### src/rtl/instruction_fetch_unit.sv
// Instruction fetch unit: owns the PC, issues reads to the 12-bit/16-bit
// instruction memory, absorbs its one-cycle read latency and buffers the
// returned words in a small circular FIFO that feeds decode over valid/ready.
module instruction_fetch_unit #(
   parameter logic [11:0] RESET_PC   = 12'h000,
   parameter int          FIFO_DEPTH = 2
) (
   input  logic        i_clk,
   input  logic        i_reset,
   output logic [11:0] o_imem_addr,
   output logic        o_imem_en,
   input  logic [15:0] i_imem_data,
   input  logic        i_redirect,
   input  logic [11:0] i_redirect_pc,
   input  logic        i_halt,
   output logic        o_inst_valid,
   output logic [15:0] o_inst,
   output logic [11:0] o_inst_pc,
   input  logic        i_inst_ready
);

   localparam int PTR_W = $clog2(FIFO_DEPTH);
   localparam int CNT_W = PTR_W + 1;
   localparam int OCC_W = CNT_W + 1;

   logic [11:0]      pc;
   logic [11:0]      pc_p1;
   logic             vld_p1;
   logic [15:0]      fifo_inst [FIFO_DEPTH];
   logic [11:0]      fifo_pc   [FIFO_DEPTH];
   logic [PTR_W-1:0] rd_ptr;
   logic [PTR_W-1:0] wr_ptr;
   logic [CNT_W-1:0] count;
   logic [OCC_W-1:0] occupancy;
   logic             inst_valid;
   logic             pop;
   logic             push;
   logic             issue;

   assign inst_valid = (count != '0);
   assign pop        = inst_valid & i_inst_ready & ~i_redirect;
   assign push       = vld_p1 & ~i_redirect;

   // Slots that will be occupied after this edge, counting the word still in
   // flight; issuing only while this is below depth keeps the FIFO from overflowing.
   assign occupancy = OCC_W'(count) + OCC_W'(vld_p1) - OCC_W'(pop);
   assign issue     = ~i_reset & ~i_halt & ~i_redirect &
                      (occupancy < OCC_W'(FIFO_DEPTH));

   assign o_imem_addr  = pc;
   assign o_imem_en    = issue;
   assign o_inst_valid = inst_valid;
   assign o_inst       = inst_valid ? fifo_inst[rd_ptr] : '0;
   assign o_inst_pc    = inst_valid ? fifo_pc[rd_ptr]   : '0;

   // Control state: PC, in-flight flag and FIFO pointers/occupancy
   always_ff @(posedge i_clk) begin
      if (i_reset) begin
         pc     <= RESET_PC;
         vld_p1 <= 1'b0;
         rd_ptr <= '0;
         wr_ptr <= '0;
         count  <= '0;
      end else begin
         vld_p1 <= issue;
         if (i_redirect) begin
            // Flush: buffered and in-flight words belong to the old path
            pc     <= i_redirect_pc;
            rd_ptr <= '0;
            wr_ptr <= '0;
            count  <= '0;
         end else begin
            if (issue) pc <= pc + 12'd1;
            if (push)  wr_ptr <= wr_ptr + PTR_W'(1);
            if (pop)   rd_ptr <= rd_ptr + PTR_W'(1);
            if (push & ~pop)      count <= count + CNT_W'(1);
            else if (pop & ~push) count <= count - CNT_W'(1);
         end
      end
   end

   // Datapath: p0 -> p1 remembers the issued PC; p1 -> FIFO captures the returned word
   always_ff @(posedge i_clk) begin
      if (issue) pc_p1 <= pc;
      if (push) begin
         fifo_inst[wr_ptr] <= i_imem_data;
         fifo_pc[wr_ptr]   <= pc_p1;
      end
   end

endmodule

### config.mk
export PLATFORM = sky130hd
export DESIGN_NAME = instruction_fetch_unit
export DESIGN_NICKNAME = d
export VERILOG_FILES = /design/src/rtl/instruction_fetch_unit.sv
export SDC_FILE = /design/constraint.sdc
export NUM_CORES = 1
export LEC_CHECK = 0
export BUFFER_PORTS_ARGS = -buffer_cell sky130_fd_sc_hd__buf_4
export CELL_PAD_IN_SITES_DETAIL_PLACEMENT = 0
export CELL_PAD_IN_SITES_GLOBAL_PLACEMENT = 1
export CORE_UTILIZATION = 25
export CTS_CLUSTER_DIAMETER = 50
export DETAILED_ROUTE_END_ITERATION = 16
export GPL_ROUTABILITY_DRIVEN = 0
export PLACE_DENSITY_LB_ADDON = 0.1
export SYNTH_ARGS = -nofsm -noshare
export SYNTH_HDL_FRONTEND = slang
export SYNTH_SLANG_ARGS = --single-unit
### constraint.sdc
create_clock -name i_clk -period 4.9 [get_ports i_clk]
set_input_delay 0 -clock i_clk [delete_from_list [all_inputs] [get_ports i_clk]]
set_output_delay 0 -clock i_clk [all_outputs]
set_load 0.05 [all_outputs]
==> Yosys cells after proc, flatten, opt, wreduce, memory -nomap -nowiden <==
Memory sizes are Yosys's and may differ from the RTL's. A register that Yosys moved wholly into a read port is not among the register bits.
Cells that the tools add are included.
{ "op_classes": {"n_addsub": 7, "order_cmp": 1, "n_mux": 12, "bitwise": 13, "n_reduce_logical": 4} }
{ "op_table": {"columns": ["cell", "n"], "rows": [
  ["2-to-1 mux 12 bit", 3],
  ["2-to-1 mux 16 bit", 1],
  ["adder 12 x 1 -> 12 bit (second input constant)", 1],
  ["bitwise AND 1 bit", 8],
  ["2-to-1 mux 1 bit", 6],
  ["nonzero test 2 bit", 3],
  ["NOT 1 bit", 5],
  ["2-to-1 mux 2 bit", 2],
  ["adder 2 x 1 -> 3 bit", 1],
  ["less-than comparator 3 x 2 -> 1 bit (second input constant)", 1],
  ["subtractor 3 x 1 -> 3 bit", 1],
  ["adder 1 bit (second input constant)", 2],
  ["adder 2 x 1 -> 2 bit (second input constant)", 1],
  ["OR reduction 2 bit", 1],
  ["subtractor 2 x 1 -> 2 bit (second input constant)", 1]
]} }
{ "totals": {"register_bits": 29, "mem_bits_rw": 56, "output_inout_bits": 42, "n_memories": 2} }
{ "memory_table": {"columns": ["memory", "depth", "word_bits", "rd", "rd_ports_with_merged_regs", "write_ports", "line_no", "text"], "rows": [
  ["fifo_inst", 2, 16, 1, 1, 1, "29", "logic [15:0] fifo_inst [FIFO_DEPTH];"],
  ["fifo_pc", 2, 12, 1, 1, 1, "30", "logic [11:0] fifo_pc [FIFO_DEPTH];"]
]} }

==> Logic depth before layout (Yosys ltp) <==
{ "logic_depth": {"depth_word": 8, "mapped_depth": 13} }

==> Worst setup path after synthesis <==
Ideal clock, no wire load.
{ "synth_timing": {"path_type": "flip-flop to flip-flop", "start": "reg count[1]", "end": "reg pc[0], in the netlist o_imem_addr[0]", "setup_ps": 103, "arrival_time_ps": 3066, "required_ps": 4797, "path_slack_ps": 1731, "stages_incl_launch_ff": 14, "n_path_buf": 1, "period_less_slack_ps": 3169, "cell_sequence": "dfxtp_1 -> nor2_1 -> inv_1 -> nand3_1 -> inv_1 -> ha_1 -> nand2b_1 -> fa_1 -> nor4b_2 -> nand2_2 -> inv_2 -> buf_6 -> nor3_1 -> a2111oi_2"} }
{ "synth_between": {"elab_chain_len": 7, "word_cells_on_any_way": 8} }
{ "synth_lines": {"columns": ["element", "line_no", "text"], "rows": [
  ["start, declared", "33", "logic [CNT_W-1:0] count;"],
  ["start signal, assigned", "76", "if (push & ~pop) count <= count + CNT_W'(1);"],
  ["start signal, assigned", "77", "else if (pop & ~push) count <= count - CNT_W'(1);"],
  ["nonzero test 2 bit", "40", "assign inst_valid = (count != '0);"],
  ["net o_inst_valid", "16", "output logic o_inst_valid,"],
  ["bitwise AND 1 bit (2 in a row)", "41", "assign pop = inst_valid & i_inst_ready & ~i_redirect;"],
  ["net pop", "36", "logic pop;"],
  ["subtractor 3 x 1 -> 3 bit", "46", "assign occupancy = OCC_W'(count) + OCC_W'(vld_p1) - OCC_W'(pop);"],
  ["less-than comparator 3 x 2 -> 1 bit", "48", "(occupancy < OCC_W'(FIFO_DEPTH));"],
  ["bitwise AND 1 bit", "47", "assign issue = ~i_reset & ~i_halt & ~i_redirect &"],
  ["net o_imem_en", "11", "output logic o_imem_en,"],
  ["nonzero test 2 bit (no line)", null, null],
  ["end signal, assigned", "68", "pc <= i_redirect_pc;"],
  ["end signal, assigned", "73", "if (issue) pc <= pc + 12'd1;"],
  ["end, declared", "26", "logic [11:0] pc;"]
]} }
The timed path passes the listed nets, and every way through them passes these cells.
A chain may end at the register's enable or synchronous reset.

==> Worst setup path in the final report <==
{ "layout_timing": {"start": "reg count[1]", "end": "out o_imem_en"} }
{ "layout_between": {"elab_chain_len": 6, "word_cells_on_any_way": 7} }
{ "layout_lines": {"columns": ["element", "line_no"], "rows": [
  ["nonzero test 2 bit", "40"],
  ["bitwise AND 1 bit (2 in a row)", "41"],
  ["net pop", "36"],
  ["subtractor 3 x 1 -> 3 bit", "46"],
  ["less-than comparator 3 x 2 -> 1 bit", "48"],
  ["bitwise AND 1 bit", "47"],
  ["end, declared", "11"]
]} }
The timed path passes the listed nets, and every way through them passes these cells.

==> impl_metrics.ini <==
[place]
dp.cells = 505
io_buffers = 74
dp_hpwl_mm = 5.29
post-place-ws_ns = 1.28
postPlaceCellArea_mm2 = 0.00428

[pwr]
p_total_mw = 1.74
power_density_mw_per_mm2 = 356
vdd_ir_drop_max_uv = 169
leakagePower_nw = 1.76

[timing]
clock_skew_ns = 0.00747
min_period_over_period = 0.757
rsz0062_at_grt = no
tns_ns = 0
finalWorstSetupSlack_ns = 1.19
layout_min_cycle_time_ns = 3.71
finalSetupViolations = 0
fmax_mhz = 270
tightest_slew_ns = 0.949
hold_violations = 0
holdWs_ns = 0.0137
maxSlewViolCount = 0
slew_headroom = 0.368

[setup_path]
crit_buf_inv = 5
critPathLaunchType = flop
r2r_start = count[1]
crit_start = count[1]
endpoint_kind = output port
critPathMaxStageDelay_ns = 0.49
crit_required_ns = 4.90
cp_cell_sequence = nor2_2 > buf_4 > inv_1 > nand3_1 > inv_1 > ha_1 > nand2b_1 > fa_1 > nor4b_2 > nand2_2 > inv_2 > buf_4
ff2ff_path_depth = 13
cp.depth = 12
crit_family = buffers and inverters
cp_max_fo = 29
cp-endpoint = o_imem_en
reg2reg_slack_ns = 1.34
arrival_ns = 3.71
rr_endpoint = o_imem_addr[0]
crit_path_top_delay_cell = fa_1
worst-setup-path-type = flop to output port

[clock_tree]
cts_setup_buffers = 0
cts.sinks = 86
clkLatencyLatePin_ns = 0.33
h-tree-depth = 3
cts_made_buffers = 9
clk_pin_slew_worst_paths_ns = 0.06
cts_resized = 0
tritoncts = done
clock_path_buffers = 2
root_buffer = clkbuf_16

[routing]
wl_mm = 8.28
vias = 2356
drt-met1-wl_mm = 3.79
dr_wl_met3_um = 306
firstDrtPassIters = 4
wl_met2_mm = 4.09
drc_errors = 0
top_layer = met4
vias_per_cell = 4.31
wl_per_cell_um = 15.1
first_iter_violations = 119
ant_nets = 0

[yosys]
syn-num-nets = 298
ys_ff_latch = 86
ys.flop_type = edfxtp_1
avgSynthCellArea_um2 = 13.5
synth_area_leaders = edfxtp_1 58%, dfxtp_1 10%, mux2i_1 8.5%
async_flop_share = 0
synth_top_cell_area_share = 0.579
ys_types = 44
yosys_warnings = 0
synth_seq_area_share = 0.681
synth_edf_count = 68
syn-cell-area_mm2 = 0.00353
synth_largest_area_cell = edfxtp_1
synthCells = 261
yosysMostFrequentCell = edfxtp_1
synth_commonest_cells = 68 x edfxtp_1, 34 x nor2_1, 30 x mux2i_1, 18 x dfxtp_1

[cells_and_area]
fillerInstances = 1363
stdcell_count = 547
final_area_mm2 = 0.00487
utilization = 0.353
layout.nets = 399
drive_gt1_frac = 0.272
register_area_mm2 = 0.00240
num_antenna_cells = 0
multi_input_area_mm2 = 0.00105
layout-area-overhead-vs-synth_pct = 38.3

[global_routing]
antenna_found_initial = 0
grt_pass1_vias = 2442
overflow = 0
grt_usage = 0.123
grt_max_degree = 30
grt_pass1_wl_mm = 13.1

[die]
die_x_um = 121
floorplan.initialDensity = 0.255
io_pins = 75
fp.dieH_um = 121
std_cell_rows = 43
core_mm2 = 0.0138
dieArea_mm2 = 0.0146

[run_status]
status = complete, no violations

[hold_path]
hold_path_class = primary input to flop

[flow_run]
maxCapViolCount = 0
[where the power goes]
group	total, mW	switching [mW]	internal (mW)
Clock	0.768	0.273	0.495
Sequential	0.822	0.0185	0.803
Combinational	0.146	0.0857	0.0606
[layer usage]
metal  vias to the layer above  GRT usage
met5                         -          0
met4                         0     0.0556
met3                         7     0.0288
met2                        46      0.205
met1                      1130      0.150
li1                       1173          -
[state kept, by name, indices dropped and copies added, names as in the netlist, named ones only]
name,count
o_imem_addr,12
vld_p1,1
wr_ptr,1
pc_p1,12
fifo_pc,24
count,2
fifo_inst,32
rd_ptr,1
[logic make-up (layout without fill, tap and decap cells)]
group           after synthesis  in the layout  share of synthesized area
mux                          30             30                     0.0852
fa+ha+maj                     4              4                     0.0163
compound gates               26             26                     0.0515
buf+inv                      19            125                     0.0234
simple gates                 89             89                      0.125
xor+xnor                      7              7                     0.0174
flops                        86             86                      0.681
[worst reg2reg max path: stages, from the launching register on]
cell and delay (ns):
dfxtp_1 0.38, nor2_2 0.12, buf_4 0.34, inv_1 0.14, nand3_1 0.13, inv_1 0.05
ha_1 0.25, nand2b_1 0.15, fa_1 0.49, nor4b_2 0.34, nand2_2 0.23, inv_2 0.43
nor3_1 0.12, a2111oi_2 0.27
[what timing repair did]
| action | in CTS | in global routing |
|---|---|---|
| setup endpoints to repair | 0 | 0 |
| endpoints found under the hold margin | 42 | 0 |
| hold buffers | 26 | 0 |
[worst min path at each step]
| stage | start | to | cells past startpoint |
|---|---|---|---|
| 2_1_floorplan | i_imem_data[0] | fifo_inst[0][0] | 0 |
| 3_3_place_gp | i_imem_data[10] | fifo_inst[0][10] | 1 |
| 3_5_place_dp | i_imem_data[4] | fifo_inst[0][4] | 1 |
| 4_1_cts | i_redirect_pc[0] | o_imem_addr[0] | 3 |
| 5_1_grt | i_redirect_pc[0] | o_imem_addr[0] | 3 |
| 6_report | i_redirect_pc[0] | o_imem_addr[0] | 3 |
[cells in the final DEF (no fill, tap or decap), types with 2 or more instances in the layout]
cell	count
a21oi_1	8
a31oi_1	3
a32oi_1	2
and3_1	3
buf_4	76
bufinv_16	3
clkbuf_16	9
clkinv_2	3
dfxtp_1	17
dlygate4sd3_1	26
edfxtp_1	68
ha_1	3
inv_1	6
mux2i_1	30
nand2_1	12
nand2b_1	3
nand3_1	7
nor2_1	33
nor2b_1	3
nor3_1	12
nor4_1	3
o21ai_0	2
o22ai_1	2
or3_1	3
xnor2_1	3
xor2_1	4
[cell type report]
class                   instances  area share
multi-input cells             156       0.216
flip-flops and latches         86       0.493
repair buffers                102       0.170
well taps                     180      0.0462
clock inverters                 7      0.0231
inverters                       7     0.00539
clock buffers                   9      0.0462
Power figures use the tool's default switching activity.
